<file path="config.mk">
export PLATFORM = sky130hd
export DESIGN_NAME = gp0_axi3_reg_slave_flat
export DESIGN_NICKNAME = d
export VERILOG_FILES = /design/src/rtl/gp0_axi3_reg_slave_if.sv /design/src/rtl/gp0_axi3_reg_slave.sv /design/src/flat_wrapper.sv
export SDC_FILE = /design/constraint.sdc
export NUM_CORES = 1
export LEC_CHECK = 0
export CORE_AREA = 2 2 295 297
export DETAILED_ROUTE_END_ITERATION = 8
export DIE_AREA = 0 0 297 299
export PLACE_DENSITY = 0.67
export SKIP_CTS_REPAIR_TIMING = 1
export SLEW_MARGIN = 10
export SYNTH_ARGS = -nofsm -noshare
export SYNTH_HDL_FRONTEND = slang
export SYNTH_SLANG_ARGS = --single-unit
</file>
<file path="constraint.sdc">
create_clock -name aclk -period 33.1 [get_ports aclk]
set_input_delay 9.93 -clock aclk [delete_from_list [all_inputs] [get_ports aclk]]
set_output_delay 9.93 -clock aclk [all_outputs]
set_load 0.005 [all_outputs]
</file>
<file path="src/rtl/gp0_axi3_reg_slave_if.sv">
// AXI3 bus bundle for the Zynq PS M_AXI_GP0 port as seen by the register slave:
// 12-bit IDs, 4-bit burst length, 32-bit data.  Lock/cache/prot/qos are not
// carried because the register bank has no use for them.
interface gp0_axi3_reg_slave_if;

    // write address channel
    logic [11:0] awid;
    logic [31:0] awaddr;
    logic [3:0]  awlen;
    logic [2:0]  awsize;
    logic [1:0]  awburst;
    logic        awvalid;
    logic        awready;

    // write data channel
    logic [11:0] wid;
    logic [31:0] wdata;
    logic [3:0]  wstrb;
    logic        wlast;
    logic        wvalid;
    logic        wready;

    // write response channel
    logic [11:0] bid;
    logic [1:0]  bresp;
    logic        bvalid;
    logic        bready;

    // read address channel
    logic [11:0] arid;
    logic [31:0] araddr;
    logic [3:0]  arlen;
    logic [2:0]  arsize;
    logic [1:0]  arburst;
    logic        arvalid;
    logic        arready;

    // read data channel
    logic [11:0] rid;
    logic [31:0] rdata;
    logic [1:0]  rresp;
    logic        rlast;
    logic        rvalid;
    logic        rready;

    modport slave (
        input  awid, awaddr, awlen, awsize, awburst, awvalid,
        output awready,
        input  wid, wdata, wstrb, wlast, wvalid,
        output wready,
        output bid, bresp, bvalid,
        input  bready,
        input  arid, araddr, arlen, arsize, arburst, arvalid,
        output arready,
        output rid, rdata, rresp, rlast, rvalid,
        input  rready
    );

    modport master (
        output awid, awaddr, awlen, awsize, awburst, awvalid,
        input  awready,
        output wid, wdata, wstrb, wlast, wvalid,
        input  wready,
        input  bid, bresp, bvalid,
        output bready,
        output arid, araddr, arlen, arsize, arburst, arvalid,
        input  arready,
        input  rid, rdata, rresp, rlast, rvalid,
        output rready
    );

endinterface

</file>
<file path="src/rtl/gp0_axi3_reg_slave.sv">
// Control/status register bank behind the Zynq PS M_AXI_GP0 port.
// PS bursts are broken into single-word accesses on a bank of N_REGS 32-bit
// registers located at byte offset BASE.  The write and read paths are two
// independent state machines, each with one transaction in flight.  Beats that
// use an unsupported size/burst type or fall outside the bank are answered
// with SLVERR instead of touching any register.
module gp0_axi3_reg_slave #(
    parameter int          N_REGS = 16,
    parameter logic [31:0] BASE   = 32'h0000_0000
) (
    input  logic                    aclk,
    input  logic                    areset,
    gp0_axi3_reg_slave_if.slave     s_axi,
    output logic [32*N_REGS-1:0]    reg_q,
    output logic [N_REGS-1:0]       reg_wr
);

    localparam int          IDX_W       = $clog2(N_REGS);
    localparam logic [31:0] SPAN        = 32'(4 * N_REGS);
    localparam logic [1:0]  BURST_FIXED = 2'b00;
    localparam logic [1:0]  BURST_INCR  = 2'b01;
    localparam logic [1:0]  RESP_OKAY   = 2'b00;
    localparam logic [1:0]  RESP_SLVERR = 2'b10;

    typedef enum logic [1:0] {W_IDLE, W_DATA, W_RESP} w_state_t;
    typedef enum logic       {R_IDLE, R_DATA}         r_state_t;

    logic [31:0] regs [N_REGS];

    // held low through reset and for the first clock after it, so the
    // address channels never advertise ready while reset is asserted
    logic active;

    // write side
    w_state_t    w_state, w_next;
    logic        aw_ready_i, w_ready_i, b_valid_i;
    logic        aw_fire, w_fire;
    logic [11:0] aw_id;
    logic [31:0] aw_addr;
    logic [3:0]  aw_len;
    logic [2:0]  aw_size;
    logic [1:0]  aw_burst;
    logic [3:0]  w_cnt;
    logic        w_err;
    logic [31:0] w_off;
    logic        w_ok;
    logic [IDX_W-1:0] w_idx;

    // read side
    r_state_t    r_state, r_next;
    logic        ar_ready_i, r_valid_i;
    logic        ar_fire, r_fire;
    logic [11:0] r_id;
    logic [31:0] r_addr;
    logic [3:0]  r_len;
    logic [2:0]  r_size;
    logic [1:0]  r_burst;
    logic [3:0]  r_cnt;
    logic [31:0] r_data;
    logic [1:0]  r_resp;
    logic        r_last;
    logic [31:0] ld_addr;
    logic [2:0]  ld_size;
    logic [1:0]  ld_burst;
    logic        ld_last;
    logic [31:0] ld_off;
    logic        ld_ok;
    logic [IDX_W-1:0] ld_idx;

    // wid is not needed: GP0 never interleaves write data
    logic unused_wid;
    assign unused_wid = ^s_axi.wid;

    // bus-ready enable that comes up one clock after reset is released
    always_ff @(posedge aclk or posedge areset) begin
        if (areset) active <= 1'b0;
        else        active <= 1'b1;
    end

    // ------------------------------------------------------------------
    // Write path
    // ------------------------------------------------------------------

    // write FSM state register
    always_ff @(posedge aclk or posedge areset) begin
        if (areset) w_state <= W_IDLE;
        else        w_state <= w_next;
    end

    // write FSM next state and channel handshake outputs
    always_comb begin
        w_next     = w_state;
        aw_ready_i = 1'b0;
        w_ready_i  = 1'b0;
        b_valid_i  = 1'b0;
        case (w_state)
            W_IDLE: begin
                aw_ready_i = active;
                if (active && s_axi.awvalid) w_next = W_DATA;
            end
            W_DATA: begin
                w_ready_i = 1'b1;
                if (s_axi.wvalid && (w_cnt == aw_len)) w_next = W_RESP;
            end
            W_RESP: begin
                b_valid_i = 1'b1;
                if (s_axi.bready) w_next = W_IDLE;
            end
            default: w_next = W_IDLE;
        endcase
    end

    assign aw_fire = aw_ready_i && s_axi.awvalid;
    assign w_fire  = w_ready_i  && s_axi.wvalid;

    // decode of the current write beat; the offset subtraction wraps at 2^32
    // so anything below BASE shows up as a huge offset and fails the range test
    always_comb begin
        w_off = aw_addr - BASE;
        w_ok  = (aw_size == 3'd2) &&
                ((aw_burst == BURST_FIXED) || (aw_burst == BURST_INCR)) &&
                (w_off < SPAN);
        w_idx = w_off[IDX_W+1:2];
    end

    // address latch, beat counting, byte-lane register writes and write pulses
    always_ff @(posedge aclk or posedge areset) begin
        if (areset) begin
            aw_id    <= '0;
            aw_addr  <= '0;
            aw_len   <= '0;
            aw_size  <= '0;
            aw_burst <= '0;
            w_cnt    <= '0;
            w_err    <= 1'b0;
            reg_wr   <= '0;
            for (int i = 0; i < N_REGS; i++) regs[i] <= '0;
        end else begin
            reg_wr <= '0;
            if (aw_fire) begin
                aw_id    <= s_axi.awid;
                aw_addr  <= s_axi.awaddr;
                aw_len   <= s_axi.awlen;
                aw_size  <= s_axi.awsize;
                aw_burst <= s_axi.awburst;
                w_cnt    <= '0;
                w_err    <= 1'b0;
            end
            if (w_fire) begin
                if (w_ok) begin
                    for (int k = 0; k < 4; k++) begin
                        if (s_axi.wstrb[k]) regs[w_idx][8*k +: 8] <= s_axi.wdata[8*k +: 8];
                    end
                    if (|s_axi.wstrb) reg_wr[w_idx] <= 1'b1;
                end else begin
                    w_err <= 1'b1;
                end
                if (s_axi.wlast != (w_cnt == aw_len)) w_err <= 1'b1;
                w_cnt <= w_cnt + 4'd1;
                if (aw_burst == BURST_INCR) aw_addr <= aw_addr + 32'd4;
            end
        end
    end

    assign s_axi.awready = aw_ready_i;
    assign s_axi.wready  = w_ready_i;
    assign s_axi.bvalid  = b_valid_i;
    assign s_axi.bid     = aw_id;
    assign s_axi.bresp   = w_err ? RESP_SLVERR : RESP_OKAY;

    // ------------------------------------------------------------------
    // Read path
    // ------------------------------------------------------------------

    // read FSM state register
    always_ff @(posedge aclk or posedge areset) begin
        if (areset) r_state <= R_IDLE;
        else        r_state <= r_next;
    end

    // read FSM next state and channel handshake outputs
    always_comb begin
        r_next     = r_state;
        ar_ready_i = 1'b0;
        r_valid_i  = 1'b0;
        case (r_state)
            R_IDLE: begin
                ar_ready_i = active;
                if (active && s_axi.arvalid) r_next = R_DATA;
            end
            R_DATA: begin
                r_valid_i = 1'b1;
                if (s_axi.rready && r_last) r_next = R_IDLE;
            end
            default: r_next = R_IDLE;
        endcase
    end

    assign ar_fire = ar_ready_i && s_axi.arvalid;
    assign r_fire  = r_valid_i  && s_axi.rready;

    // the beat to load next: the first beat straight off the AR channel,
    // otherwise the successor of the beat currently being presented
    always_comb begin
        if (ar_fire) begin
            ld_addr  = s_axi.araddr;
            ld_size  = s_axi.arsize;
            ld_burst = s_axi.arburst;
            ld_last  = (s_axi.arlen == 4'd0);
        end else begin
            ld_addr  = (r_burst == BURST_INCR) ? (r_addr + 32'd4) : r_addr;
            ld_size  = r_size;
            ld_burst = r_burst;
            ld_last  = ((r_cnt + 4'd1) == r_len);
        end
        ld_off = ld_addr - BASE;
        ld_ok  = (ld_size == 3'd2) &&
                 ((ld_burst == BURST_FIXED) || (ld_burst == BURST_INCR)) &&
                 (ld_off < SPAN);
        ld_idx = ld_off[IDX_W+1:2];
    end

    // read beat registers; loading samples regs before any same-edge write lands
    always_ff @(posedge aclk or posedge areset) begin
        if (areset) begin
            r_id    <= '0;
            r_addr  <= '0;
            r_len   <= '0;
            r_size  <= '0;
            r_burst <= '0;
            r_cnt   <= '0;
            r_data  <= '0;
            r_resp  <= '0;
            r_last  <= 1'b0;
        end else if (ar_fire || (r_fire && !r_last)) begin
            if (ar_fire) begin
                r_id    <= s_axi.arid;
                r_len   <= s_axi.arlen;
                r_size  <= s_axi.arsize;
                r_burst <= s_axi.arburst;
                r_cnt   <= '0;
            end else begin
                r_cnt   <= r_cnt + 4'd1;
            end
            r_addr <= ld_addr;
            r_last <= ld_last;
            r_data <= ld_ok ? regs[ld_idx] : 32'd0;
            r_resp <= ld_ok ? RESP_OKAY : RESP_SLVERR;
        end else if (r_fire) begin
            r_last <= 1'b0;
            r_data <= '0;
            r_resp <= '0;
        end
    end

    assign s_axi.arready = ar_ready_i;
    assign s_axi.rvalid  = r_valid_i;
    assign s_axi.rid     = r_id;
    assign s_axi.rdata   = r_data;
    assign s_axi.rresp   = r_resp;
    assign s_axi.rlast   = r_last;

    // flat view of the bank for fabric logic
    for (genvar g = 0; g < N_REGS; g++) begin : g_reg_q
        assign reg_q[32*g +: 32] = regs[g];
    end

endmodule

</file>
<file path="src/flat_wrapper.sv">
// flat-port wrapper written by rule: the top's interface ports become plain ports
module gp0_axi3_reg_slave_flat 
#(
    parameter int          N_REGS = 16,
    parameter logic [31:0] BASE   = 32'h0000_0000
)
  (aclk, areset, reg_q, reg_wr, s_axi_awid, s_axi_awaddr, s_axi_awlen, s_axi_awsize, s_axi_awburst, s_axi_awvalid, s_axi_awready, s_axi_wid, s_axi_wdata, s_axi_wstrb, s_axi_wlast, s_axi_wvalid, s_axi_wready, s_axi_bid, s_axi_bresp, s_axi_bvalid, s_axi_bready, s_axi_arid, s_axi_araddr, s_axi_arlen, s_axi_arsize, s_axi_arburst, s_axi_arvalid, s_axi_arready, s_axi_rid, s_axi_rdata, s_axi_rresp, s_axi_rlast, s_axi_rvalid, s_axi_rready);
  gp0_axi3_reg_slave_if s_axi_i ();
  input  logic aclk;
  input  logic areset;
  output logic [32*N_REGS-1:0] reg_q;
  output logic [N_REGS-1:0] reg_wr;
  input wire logic [$bits(s_axi_i.awid)-1:0] s_axi_awid;
  input wire logic [$bits(s_axi_i.awaddr)-1:0] s_axi_awaddr;
  input wire logic [$bits(s_axi_i.awlen)-1:0] s_axi_awlen;
  input wire logic [$bits(s_axi_i.awsize)-1:0] s_axi_awsize;
  input wire logic [$bits(s_axi_i.awburst)-1:0] s_axi_awburst;
  input wire logic [$bits(s_axi_i.awvalid)-1:0] s_axi_awvalid;
  output wire logic [$bits(s_axi_i.awready)-1:0] s_axi_awready;
  input wire logic [$bits(s_axi_i.wid)-1:0] s_axi_wid;
  input wire logic [$bits(s_axi_i.wdata)-1:0] s_axi_wdata;
  input wire logic [$bits(s_axi_i.wstrb)-1:0] s_axi_wstrb;
  input wire logic [$bits(s_axi_i.wlast)-1:0] s_axi_wlast;
  input wire logic [$bits(s_axi_i.wvalid)-1:0] s_axi_wvalid;
  output wire logic [$bits(s_axi_i.wready)-1:0] s_axi_wready;
  output wire logic [$bits(s_axi_i.bid)-1:0] s_axi_bid;
  output wire logic [$bits(s_axi_i.bresp)-1:0] s_axi_bresp;
  output wire logic [$bits(s_axi_i.bvalid)-1:0] s_axi_bvalid;
  input wire logic [$bits(s_axi_i.bready)-1:0] s_axi_bready;
  input wire logic [$bits(s_axi_i.arid)-1:0] s_axi_arid;
  input wire logic [$bits(s_axi_i.araddr)-1:0] s_axi_araddr;
  input wire logic [$bits(s_axi_i.arlen)-1:0] s_axi_arlen;
  input wire logic [$bits(s_axi_i.arsize)-1:0] s_axi_arsize;
  input wire logic [$bits(s_axi_i.arburst)-1:0] s_axi_arburst;
  input wire logic [$bits(s_axi_i.arvalid)-1:0] s_axi_arvalid;
  output wire logic [$bits(s_axi_i.arready)-1:0] s_axi_arready;
  output wire logic [$bits(s_axi_i.rid)-1:0] s_axi_rid;
  output wire logic [$bits(s_axi_i.rdata)-1:0] s_axi_rdata;
  output wire logic [$bits(s_axi_i.rresp)-1:0] s_axi_rresp;
  output wire logic [$bits(s_axi_i.rlast)-1:0] s_axi_rlast;
  output wire logic [$bits(s_axi_i.rvalid)-1:0] s_axi_rvalid;
  input wire logic [$bits(s_axi_i.rready)-1:0] s_axi_rready;
  assign s_axi_i.awid = s_axi_awid;
  assign s_axi_i.awaddr = s_axi_awaddr;
  assign s_axi_i.awlen = s_axi_awlen;
  assign s_axi_i.awsize = s_axi_awsize;
  assign s_axi_i.awburst = s_axi_awburst;
  assign s_axi_i.awvalid = s_axi_awvalid;
  assign s_axi_awready = s_axi_i.awready;
  assign s_axi_i.wid = s_axi_wid;
  assign s_axi_i.wdata = s_axi_wdata;
  assign s_axi_i.wstrb = s_axi_wstrb;
  assign s_axi_i.wlast = s_axi_wlast;
  assign s_axi_i.wvalid = s_axi_wvalid;
  assign s_axi_wready = s_axi_i.wready;
  assign s_axi_bid = s_axi_i.bid;
  assign s_axi_bresp = s_axi_i.bresp;
  assign s_axi_bvalid = s_axi_i.bvalid;
  assign s_axi_i.bready = s_axi_bready;
  assign s_axi_i.arid = s_axi_arid;
  assign s_axi_i.araddr = s_axi_araddr;
  assign s_axi_i.arlen = s_axi_arlen;
  assign s_axi_i.arsize = s_axi_arsize;
  assign s_axi_i.arburst = s_axi_arburst;
  assign s_axi_i.arvalid = s_axi_arvalid;
  assign s_axi_arready = s_axi_i.arready;
  assign s_axi_rid = s_axi_i.rid;
  assign s_axi_rdata = s_axi_i.rdata;
  assign s_axi_rresp = s_axi_i.rresp;
  assign s_axi_rlast = s_axi_i.rlast;
  assign s_axi_rvalid = s_axi_i.rvalid;
  assign s_axi_i.rready = s_axi_rready;
  gp0_axi3_reg_slave #(.N_REGS(N_REGS), .BASE(BASE)) u_core (.aclk(aclk), .areset(areset), .s_axi(s_axi_i), .reg_q(reg_q), .reg_wr(reg_wr));
endmodule
</file>
* Word level (Yosys, flattened, before mapping)
Cells that the tools add are included.
Operators by class: magnitude comparators 7, reductions and logical operators 29, eq/ne operators 13, multiplexer cells 66, add/subtract/negate cells 4, bitwise logic cells 3
Operator list (count):
- 512-bit 2-to-1 mux | 10
- 512-bit bitwise mux | 4
- 32-bit demux with 4-bit select | 4
- 32-bit 2-to-1 mux | 11
- 32-bit binary-select mux with 4-bit select | 1
- 32-bit by 3-bit adder with 32-bit output (second input constant) | 2
- 32-bit by 7-bit < comparator with 1-bit output (second input constant) | 2
- 16-bit 2-to-1 mux | 4
- 24-bit 2-to-1 mux | 1
- 2-bit 2-to-1 mux | 8
- 1-bit logical AND | 15
- 1-bit 2-to-1 mux | 15
- 4-bit 2-to-1 mux | 3
- 5-bit >= comparator (second input constant) | 2
- 4-bit inverter with 5-bit output | 2
- 4-bit by 1-bit adder with 4-bit output (second input constant) | 2
- 2-bit by 1-bit == test with 1-bit output (second input constant) | 4
- 4-bit == test | 2
- 8-bit 2-to-1 mux | 1
- 3-bit by 2-bit == test with 1-bit output (second input constant) | 2
- 2-bit zero test | 3
- 2-bit one-hot mux with 3 select lines | 1
- 4-bit by 5-bit < comparator with 1-bit output (second input constant) | 1
- 5-bit by 1-bit < comparator with 1-bit output (second input constant) | 1
- other kinds (16) | 21
Word-level totals: register bits after elaboration 682, input port bits 162, output and inout bits 594, word-level logic and storage cells 158

* Depth between registers and ports, before layout
Gate-level depths: netlist (run 1).
depth after elaboration 19, gate-level depth with buffers 12, gate-level depth less buffers 9

* Worst setup path after synthesis (run 1)
Ideal clock, no wire load.
kind input-to-reg, start input s_axi_arvalid, end register u_core.r_data[10], in the netlist u_core.s_axi.rdata[10], buffers on the path 5, data required time 33.026 ns, data arrival time 11.961 ns, setup time 0.074 ns, path slack 21.065 ns, stages on the path 12, cell sequence nand3b_1 > buf_2 > buf_2 > buf_2 > nand2_1 > o21ai_0 > clkbuf_1 > buf_2 > mux2_2 > a22oi_1 > o41ai_1 > o21ai_2
On the way: longest elaborated chain between the ends 8, elaborated cells between the ends (all ways) 19, those cells by class order compare: 1; eq/ne: 2; mux: 8; bitwise: 1; reduce/logical: 7
Ends and longest elaborated chain:
- from (decl) | RTL line flat_wrapper.sv:35 | input wire logic [$bits(s_axi_i.arvalid)-1:0] s_axi_arvalid;
- 1-bit logical AND * | RTL line gp0_axi3_reg_slave.sv:199 | assign ar_fire = ar_ready_i && s_axi.arvalid;
- parallel branches: the longest is 7 deep, another holds 32-bit by 7-bit < comparator with 1-bit output
- to (signal assigned) | RTL line gp0_axi3_reg_slave.sv:247 | r_data <= ld_ok ? regs[ld_idx] : 32'd0;
- to (decl) | RTL line gp0_axi3_reg_slave.sv:59 | logic [31:0] r_data;
Mark *: on every way between the ends. The select of a mux whose other input is x is not followed. A chain may end at the register's enable or synchronous reset.

* Worst setup path in the final report (run 1)
start input s_axi_arvalid, end register u_core.r_data[11], in the netlist u_core.s_axi.rdata[11]
The elaborated chain is that of the path after synthesis.

==> key figures, run 1 <==
Run status
  • Outcome: finished clean

Detailed routing
  • Final wirelength: 122 mm
  • DRC Markers: 0
  • Total number of vias: 25723
  • Average wire per standard cell: 25.9 µm
  • Pre-antenna DRT Iters: 6
  • Iteration-0 DRC Markers: 1689
  • Via density: between 5 and 6
  • Routed Antenna Nets: 0

Global route
  • GRT overflow: 0
  • Largest net degree at the start of global routing: 183
  • Vias in the first global route: 25648
  • Initial antenna violation count: 4
  • All-Layer GR Usage: about a quarter
  • First-pass GRT wire length: approximately 180 mm

Synth
  • Area contributors post-synth: dfrtp_1 (53%), mux2_2 (20%), nand2_1 (5.9%), mux2i_1 (3.9%), clkbuf_1 (1.4%)
  • Unique cell type count in the Yosys netlist: 70
  • Mapped Area: roughly 0.032 mm²
  • EDFF count, synth: 0
  • Mean area per synthesized cell: ~11 µm²
  • Gate Count Post-Synth: ~2800
  • Ys async rst share: 100%
  • Area leader, netlist: dfrtp_1
  • Sequential-to-total area share from yosys stat: 52.5%
  • Yosys warns: 0
  • Most used DFF post-synth: dfrtp_1
  • Synth Register Bits: 677
  • Synth cell count leaders: dfrtp_1 (677), mux2_2 (576), nand2_1 (511)
  • Count leader, synth: dfrtp_1
  • Yosys top cell area share: roughly 53%

Floorplan
  • Row cnt: 108
  • Die H: 299 µm
  • Die footprint: 0.0888 mm²
  • I/O pin count: 756
  • Core box area: 0.0859 mm²
  • Die W: about 300 µm
  • Initial Util: 37.5%

Clocking
  • Bufs on Longest Clock Path: 3
  • Clock sink count: between 600 and 700
  • Root Buffer: clkbuf_16
  • Later-pin clock latency in the skew report: around 0.63 ns
  • CTS Buf Count: 78
  • CTS tree: done
  • Clock-pin transition on the worst setup and hold timing paths: around 0.060 ns
  • H-tree levels: 3

Setup path
  • Worst path bufs/invs: 3
  • WP data arrival: about 14 ns
  • R2R Setup Slk: roughly 29 ns
  • Critical Path Most Common Cell: buf_4
  • Kind of critical path: in2reg
  • Max stage delay on crit path: 0.89 ns
  • CP endpoint kind: flip-flop
  • Crit path max-delay family: buffers and inverters
  • Worst EP required: 33.57 ns
  • Max FO, Critical Path: 54
  • CP Cell Sequence: clkdlybuf4s50_1, nand3b_1, buf_4, mux2i_2, and2_2, buf_4, o21ai_0, o311ai_0, o21ai_2
  • CP startpoint kind: primary input
  • Slowest-stage cell, CP: mux2i_2

Power
  • Pint: between 0.0015 and 0.002 W
  • Switching Power: 0.000964 W
  • Pleak: 19.0 nW
  • Sw frac: 36.3%
  • Clk pwr share: around 33%
  • Sequential share of power: 36.8%
  • Part of the power in combinational logic: a little under a third
  • Total Power: 0.00266 W
  • Pwr dens: 61.4 mW/mm²
  • Worst VDD drop: 0.000113 V

Job
  • Max cap viols: 0

Timing
  • Setup TNS: 0 ns
  • Hold Violations, Final: 0
  • Endpoints failing setup: 0
  • Worst Tran Pin Value: 1.10 ns
  • Slew HR: 26.6%
  • Worst Skew: between 0.03 and 0.04 ns
  • RSZ-0062 raised after global routing: no
  • FMAX: 0.0746 GHz
  • Max-slew violation total from the final report: 0
  • Final min period: 13.41 ns
  • Final cycle utilization of the critical path: 40.5%

Cells and area
  • Fillcell total: 7863
  • Layout area overhead: 34.1%
  • Layout cells sized above 1: 22.2%
  • Layout Utilization: 50.3%
  • Nets: 3644

Worst hold path
  • Worst Hold Class: reg2reg

Placement
  • RePlAce Congestion: 0.909
  • Dpl hpwl: about 86 mm
  • I/O Buffers: ~740
metal layers:
metal	share of wire (%)	global-route usage, %	up-vias	wire length, µm
met3	8.0	7.15	220	9700
met5	0.011	0	-	13
met4	3.7	10.4	2	4520
li1	-	-	11373	-
met1	41	33.6	13132	49700
met2	47	43.6	996	57600
registers in the layout, indices dropped and copies added (netlist names), 3 cells and up, named ones only:
register / flops
u_core.r_len: 4
u_core.aw_size: 3
u_core.r_cnt: 4
u_core.s_axi.rid: 12
u_core.w_cnt: 4
u_core.aw_addr: 30
u_core.s_axi.rdata: 32
u_core.s_axi.bid: 12
u_core.aw_len: 4
u_core.r_addr: 30
u_core.r_size: 3
u_core.reg_q: 512
u_core.reg_wr: 16
tightest hold or removal path, stage by stage (launching register included):
cell and delay [ns]:
dfrtp_1 0.34, nand2_1 0.05, nand2_1 0.05
final timing paths:
path | from | endpoint | cells past startpoint
setup reg to reg | u_core.active | u_core.s_axi.rdata[11] | 8
hold reg to reg | u_core.aw_size[1] | u_core.aw_size[1] | 2
min in group asynchronous | areset | u_core.s_axi.rid[10] | 2
setup / recovery | s_axi_arvalid | u_core.s_axi.rdata[11] | 9
hold / removal | u_core.aw_size[1] | u_core.aw_size[1] | 2
max in group asynchronous | areset | u_core.reg_q[328] | 4
layout make-up:
cell class,instances,area (µm²),share of cell area (%)
multi-input combinational,1942,14600,33.7
clock inverter,17,272,0.628
clock buffer,118,2300,5.33
inverter,12,52.6,0.121
timing repair buffer,764,7640,17.7
tap,1155,1450,3.34
antenna,2,5.00,0.0116
sequential,677,16900,39.2
placed cells by master, fill, tap and decap left out, types with 32 or more instances in the layout:
master           instances
clkbuf_16               79
mux2i_1                125
a211oi_1                50
nor2_1                  85
clkdlybuf4s50_1        737
a21oi_1                 77
a22oi_1                 32
nand2_1                509
a311oi_1                37
nand3_1                 41
dfrtp_1                677
o21ai_0                 58
and2_1                  55
mux2_2                 576
cell families (layout without fill, tap and decap cells):
kind of cell,Yosys count,after routing,synth area share [%]
mux,702,702,24.0
fa+ha+maj,7,7,0.272
xor+xnor,46,46,1.25
simple gates,817,817,11.3
buf+inv,203,911,2.65
flops,677,677,52.5
compound gates,367,367,7.93
other cells,2,5,0.0233
per-stage QoR:
stage                     setup slack, ns  cells  hold WS, ns  cell area (µm²)
after floorplan                      4.19   2822        0.438            32300
after global placement              19.09   4550        0.453            40700
after detailed placement            19.05   4550        0.459            40700
after CTS                           19.70   4685        0.475            43200
after global routing                19.56   4687        0.492            43300
final                               19.69   4687        0.469            43300
power groups by stage:
| stage | registers [W] | logic [W] | clock network, W |
|---|---|---|---|
| after global placement | 0.000988 | 0.000789 | 0 |
| after detailed placement | 0.000990 | 0.000796 | 0 |
| after floorplan | 0.000959 | 0.000527 | 0 |
| after global routing | 0.000988 | 0.000852 | 0.000932 |
| final | 0.000978 | 0.000799 | 0.000880 |
| after CTS | 0.000976 | 0.000799 | 0.000898 |
(Power assumes the default switching activity.)
==> run 2, diff against run 1 <==
- CORE_AREA: 2 2 295 297 -> 2 2 293 295
- DIE_AREA: 0 0 297 299 -> 0 0 295 297
- PLACE_DENSITY: 0.67 -> 0.7
- clock period: 33.1 -> 12.2 ns (I/O delays scaled with it)
==> run 2 against run 1 <==
- via count rose by 0.44%
- routed wire length is 0.27% higher
- die area fell by 1.3%
- critical path depth increased by 3
- combinational power rose to 2.7 times the previous value
- critical path type unchanged
- critical endpoint is now u_core.s_axi.rdata[31]
- highest routed layer is now met4
==> key figures, run 2 (synthesis results as in run 1) <==
Run status
  • Outcome: finished clean (unchanged)

Timing
  • FMAX: 0.128 GHz
  • Worst Skew: 0.0367 ns (was 0.0312 ns)
  • Final min period: 7.79 ns
  • RSZ-0062 raised after global routing: no (unchanged)
  • Final cycle utilization of the critical path: 63.9%
  • Max-slew violation total from the final report: 0 (unchanged)
  • Worst Tran Pin Value: 1.00 ns (was 1.10 ns)
  • Slew HR: 33.2% (was 26.6%)
  • Endpoints failing setup: 0 (unchanged)
  • Hold Violations, Final: 0 (unchanged)

Power
  • Pwr dens: 165 mW/mm² (was 61.4 mW/mm²)
  • Pleak: 19.0 nW (about the same)
  • Sw frac: 36.8% (was 36.3%)
  • Part of the power in combinational logic: 30.2% (was 30.1%)
  • Clk pwr share: 32.6% (was 33.1%)
  • Switching Power: 0.00263 W (was 0.000964 W)
  • Worst VDD drop: 0.000290 V (was 0.000113 V)
  • Sequential share of power: 37.2% (was 36.8%)
  • Pint: 0.00451 W (was 0.00169 W)

Cells and area
  • Most frequent cells in the layout: clkdlybuf4s50_1 (737), dfrtp_1 (677), mux2_2 (576) (unchanged)
  • Layout Utilization: 51.2% (was 50.3%)
  • Design area: 0.0432 mm² (was 0.0433 mm²)
  • Nets: 3647 (was 3644)
  • Leading cell type in the layout, fill and taps excluded: clkdlybuf4s50_1 (unchanged)
  • Layout cells sized above 1: 22.2% (about the same)
  • Max FFs per register: 512 (unchanged)
  • Layout area overhead: 34.0% (was 34.1%)

Setup path
  • R2R Setup Slk: 7.34 ns (was 28.87 ns)
  • Kind of critical path: in2reg (unchanged)
  • CP startpoint kind: primary input (unchanged)
  • Max FO, Critical Path: 138 (was 54)
  • Worst EP required: 12.66 ns (was 33.57 ns)
  • WP data arrival: 8.26 ns (was 13.88 ns)
  • CP endpoint kind: flip-flop (unchanged)

Detailed routing
  • Final wirelength: 122 mm (about the same)
  • Via density: 5.52 (was 5.49)
  • Routed Antenna Nets: 0 (unchanged)
  • Iteration-0 DRC Markers: 1540 (was 1689)
  • Pre-antenna DRT Iters: 5 (was 6)
  • Average wire per standard cell: 26.0 µm (was 25.9 µm)
  • Total number of vias: 25836 (was 25723)
  • DRC Markers: 0 (unchanged)

Floorplan
  • I/O pin count: 756 (unchanged)
  • Row cnt: 107 (was 108)
  • Die footprint: 0.0876 mm² (was 0.0888 mm²)
  • Die W: 295 µm (was 297 µm)
  • Core box area: 0.0845 mm² (was 0.0859 mm²)
  • Initial Util: 38.2% (was 37.5%)
  • Die H: 297 µm (was 299 µm)

Clocking
  • Later-pin clock latency in the skew report: 0.62 ns (was 0.63 ns)
  • Clock-pin transition on the worst setup and hold timing paths: 0.06 ns (about the same)
  • CTS Buf Count: 78 (unchanged)
  • CTS tree: done (unchanged)
  • H-tree levels: 3 (unchanged)
  • Root Buffer: clkbuf_16 (unchanged)
  • Bufs on Longest Clock Path: 3 (unchanged)
  • Clock sink count: 677 (unchanged)

Job
  • Max cap viols: 0 (unchanged)

Placement
  • DP Area: 0.0407 mm² (about the same)
  • Dpl hpwl: 86.3 mm (was 86.0 mm)
  • RePlAce Congestion: 0.912 (was 0.909)
  • I/O Buffers: 737 (unchanged)

Global route
  • GRT overflow: 0 (unchanged)
  • All-Layer GR Usage: 27.3% (was 26.6%)
  • Vias in the first global route: 26015 (was 25648)
  • Largest net degree at the start of global routing: 164 (was 183)
  • Initial antenna violation count: 1 (was 4)
  • First-pass GRT wire length: 178 mm (was 177 mm)

Worst hold path
  • Worst Hold Class: reg2reg (unchanged)
[run 2: cell types whose count changed in the layout (fill, tap and decap cells not counted), moves of 2 or more]
cell        before  now
inv_6            3    0
clkbuf_8        18   20
clkinvlp_4       1    3
buf_4           22   25
bufinv_16        6    1
clkinv_4         0    3
[run 2: worst max-delay path: stages]
cell	delay (ns)
clkdlybuf4s50_1	0.44
nand3b_1	0.41
buf_4	0.59
nor2_1	0.19
a21oi_4	0.18
buf_12	0.64
buf_4	0.78
mux2_2	0.43
nor2_1	0.10
a311oi_1	0.08
o311ai_0	0.47
o21ai_2	0.10
[run 2: power by group through the flow]
stage	sequential (W)	clock [W]	combinational [W]
finish	0.00266	0.00233	0.00215
global route	0.00268	0.00247	0.00230
detailed placement	0.00269	0	0.00215
CTS	0.00265	0.00237	0.00215
floorplan	0.00260	0	0.00143
global placement	0.00268	0	0.00213
[run 2: metal layers]
layer | wire [µm] | up-vias | global-route usage, %
li1 | - | 11389 | -
met1 | 49200 | 13284 | 33.9
met2 | 58100 | 936 | 45.1
met3 | 9900 | 227 | 7.93
met4 | 4760 | 0 | 9.80
met5 | 0 | - | 0
[run 2: per-stage QoR]
| stage | TNS (ns) | worst slack (ns) | hold slack (ns) | cells | power, W |
|---|---|---|---|---|---|
| 6_report | 0 | 4.41 | 0.473 | 4683 | 0.00714 |
| 3_5_place_dp | 0 | 3.87 | 0.461 | 4542 | 0.00483 |
| 5_1_grt | 0 | 4.17 | 0.496 | 4681 | 0.00745 |
| 4_1_cts | 0 | 4.51 | 0.475 | 4680 | 0.00718 |
| 2_1_floorplan | -487.62 | -0.720 | 0.438 | 2822 | 0.00403 |
| 3_3_place_gp | 0 | 3.94 | 0.452 | 4542 | 0.00481 |
[run 2: final cells by class]
cell class / instances / area, µm²
repair buffers: 767 / 7660
flip-flops and latches: 677 / 16900
clock buffers: 121 / 2330
diodes: 3 / 7.51
multi-input cells: 1942 / 14600
well taps: 1144 / 1430
inverters: 12 / 48.8
fillers: 7520 / 41300
clock inverters: 17 / 200
[run 2: worst paths after layout]
kind	from	endpoint	depth (start not counted)
worst max-delay path	s_axi_arvalid	u_core.s_axi.rdata[31]	12
worst min-delay path	u_core.s_axi.rid[3]	u_core.s_axi.rid[3]	2
worst max register to register	u_core.active	u_core.s_axi.rdata[31]	11
worst min register to register	u_core.s_axi.rid[3]	u_core.s_axi.rid[3]	2
max in group asynchronous	areset	u_core.reg_q[341]	4
min in group asynchronous	areset	u_core.reg_q[451]	3
==> run 3, diff against run 2 <==
- clock period: 12.2 -> 6.85 ns (I/O delays scaled with it)
==> run 3 against run 2 <==
- hold slack gained 0.00097 ns
- first-iteration DRC count grew 7.3%
- core utilization grew 0.25 points
- routed wire length grew 0.89%
- clock-buffer cell count shrank 18
==> key figures, run 3 (synthesis results as in run 1) <==
Run status
  • Outcome: finished clean (unchanged)

Clocking
  • CTS tree: done (unchanged)
  • CTS Buf Count: 77 (was 78)
  • Later-pin clock latency in the skew report: 0.63 ns (was 0.62 ns)
  • Clock-pin transition on the worst setup and hold timing paths: 0.06 ns (about the same)
  • Bufs on Longest Clock Path: 3 (unchanged)
  • Clock sink count: 677 (unchanged)
  • Root Buffer: clkbuf_16 (unchanged)
  • H-tree levels: 3 (unchanged)

Placement
  • DP Cell Count: 4569 (was 4542)
  • DP Area: 0.0409 mm² (was 0.0407 mm²)
  • RePlAce Congestion: 0.920 (was 0.912)
  • I/O Buffers: 737 (unchanged)
  • Place WS: 0.892 ns (was 3.87 ns)
  • Dpl hpwl: 89.5 mm (was 86.3 mm)

Setup path
  • Critical Path Most Common Cell: buf_4
  • Slowest-stage cell, CP: mux2i_2 (was buf_4)
  • WP data arrival: 5.81 ns (was 8.26 ns)
  • Max FO, Critical Path: 57 (was 138)
  • CP Cell Sequence: clkdlybuf4s50_1, nand3b_1, buf_4, mux2i_2, nand2_2, buf_4, a311oi_1, o41ai_1, o21ai_2 (was clkdlybuf4s50_1, nand3b_1, buf_4, nor2_1, a21oi_4, buf_12, buf_4, mux2_2, nor2_1, a311oi_1, o311ai_0, o21ai_2)
  • Critical path origin: s_axi_arvalid (unchanged)
  • CP Depth: 9 (was 12)
  • Worst path bufs/invs: 3 (was 4)
  • Reg2reg start: u_core.active (unchanged)
  • Kind of critical path: in2reg (unchanged)
  • Max stage delay on crit path: 0.75 ns (was 0.78 ns)
  • CP startpoint kind: primary input (unchanged)
  • Worst r2r path cells: 8 (was 11)
  • Worst EP required: 7.38 ns (was 12.66 ns)
  • CP endpoint kind: flip-flop (unchanged)
  • Crit path max-delay family: buffers and inverters (unchanged)

Detailed routing
  • Iteration-0 DRC Markers: 1652 (was 1540)
  • DRC Markers: 0 (unchanged)
  • Average wire per standard cell: 26.1 µm (was 26.0 µm)
  • Via density: 5.49 (was 5.52)
  • Routed Antenna Nets: 0 (unchanged)
  • Final wirelength: 123 mm (was 122 mm)
  • Pre-antenna DRT Iters: 6 (was 5)
  • Total number of vias: 25863 (was 25836)

Power
  • Worst VDD drop: 0.000244 V (was 0.000290 V)
  • Total Power: 0.0128 W (was 0.00714 W)
  • Pleak: 19.1 nW (was 19.0 nW)
  • Pwr dens: 296 mW/mm² (was 165 mW/mm²)

Timing
  • Max-slew violation total from the final report: 0 (unchanged)
  • Final min period: 5.28 ns
  • Endpoints failing setup: 0 (unchanged)
  • RSZ-0062 raised after global routing: no (unchanged)
  • Hold Violations, Final: 0 (unchanged)
  • Final cycle utilization of the critical path: 77.1%
  • Worst Skew: 0.0290 ns (was 0.0367 ns)
  • Slew HR: 26.5% (was 33.2%)
  • FMAX: 0.189 GHz
  • Setup ws final: 1.57 ns (was 4.41 ns)
  • Worst Tran Pin Value: 1.10 ns (was 1.00 ns)

Cells and area
  • Most frequent cells in the layout: clkdlybuf4s50_1 (737), dfrtp_1 (677), mux2_2 (576) (unchanged)
  • Finished Layout Cells: 4707 (was 4683)
  • Layout Utilization: 51.4% (was 51.2%)
  • Fillcell total: 7494 (was 7520)
  • Layout area overhead: 34.7% (was 34.0%)
  • Design area: 0.0434 mm² (was 0.0432 mm²)
  • Nets: 3673 (was 3647)
  • Layout cells sized above 1: 23.0% (was 22.2%)
  • Max FFs per register: 512 (unchanged)
  • Leading cell type in the layout, fill and taps excluded: clkdlybuf4s50_1 (unchanged)

Floorplan
  • Initial Util: 38.2% (unchanged)
  • Row cnt: 107 (unchanged)
  • I/O pin count: 756 (unchanged)
  • Core box area: 0.0845 mm² (unchanged)
  • Die footprint: 0.0876 mm² (unchanged)
  • Die W: 295 µm (unchanged)
  • Die H: 297 µm (unchanged)

Global route
  • Vias in the first global route: 26117 (was 26015)
  • Busiest grt layer: met2 (unchanged)
  • M1 GR Usage: 33.6% (was 33.9%)
  • GRT overflow: 0 (unchanged)
  • Met2 Track Usage GR: 45.6% (was 45.1%)
  • First-pass GRT wire length: 179 mm (was 178 mm)
  • Initial antenna violation count: 2 (was 1)
  • All-Layer GR Usage: 27.5% (was 27.3%)
  • Largest net degree at the start of global routing: 130 (was 164)
  • Met3 usage: 7.25% (was 7.93%)

Job
  • Max cap viols: 0 (unchanged)

Worst hold path
  • Min-Delay Startpoint: u_core.s_axi.rdata[17] (was u_core.s_axi.rid[3])
  • Worst Hold Class: reg2reg (unchanged)
  • Hold depth: 2 (unchanged)
[run 3: changes by cell type in the layout (fill, tap and decap cells not counted), moves of 2 or more]
cell / delta
buf_4: +25
clkinv_2: +11
clkbuf_1: -9
clkbuf_8: -8
bufinv_16: +3
inv_6: +3
buf_12: +2
clkinvlp_4: +2
diode_2: -2
[run 3: final timing paths]
path | slack (ns) | endpoint
min in group asynchronous | 1.98 | u_core.reg_q[263]
hold / removal | 0.47 | u_core.s_axi.rdata[17]
setup / recovery | 1.57 | u_core.s_axi.rdata[1]
max in group asynchronous | 3.51 | u_core.reg_q[324]
hold reg to reg | 0.47 | u_core.s_axi.rdata[17]
setup reg to reg | 2.85 | u_core.s_axi.rdata[1]
[run 3: layout make-up]
| type | count | area, µm² | area share, % |
|---|---|---|---|
| antenna | 1 | 2.50 | 0.00576 |
| multi-input combinational | 1942 | 14600 | 33.6 |
| clock buffer | 103 | 2170 | 4.99 |
| sequential | 677 | 16900 | 39.0 |
| inverter | 12 | 48.8 | 0.112 |
| clock inverter | 34 | 362 | 0.833 |
| tap | 1144 | 1430 | 3.30 |
| timing repair buffer | 794 | 7890 | 18.2 |
[run 3: power breakdown]
group / internal [W] / switching, W
registers: 0.00432 / 0.000411
logic: 0.00140 / 0.00257
clock network: 0.00239 / 0.00175
total: 0.00812 / 0.00473
[run 3: per-stage QoR]
step	hold slack, ns	TNS (ns)
3_5_place_dp	0.463	0
5_1_grt	0.492	0
4_1_cts	0.477	0
2_1_floorplan	0.438	-3022.99
3_3_place_gp	0.458	0
6_report	0.474	0
[run 3: worst min-delay path: stages, from the launching register on]
cell and delay, ns:
dfrtp_1 0.34, nand2_1 0.06, o21ai_2 0.05
[run 3: routing by layer]
| layer | share of wire [%] | wire length (µm) | up-vias |
|---|---|---|---|
| met5 | 0 | 0 | - |
| met4 | 4.6 | 5660 | 0 |
| met3 | 7.5 | 9190 | 254 |
| met2 | 48 | 58700 | 932 |
| met1 | 40 | 49500 | 13249 |
| li1 | - | - | 11428 |
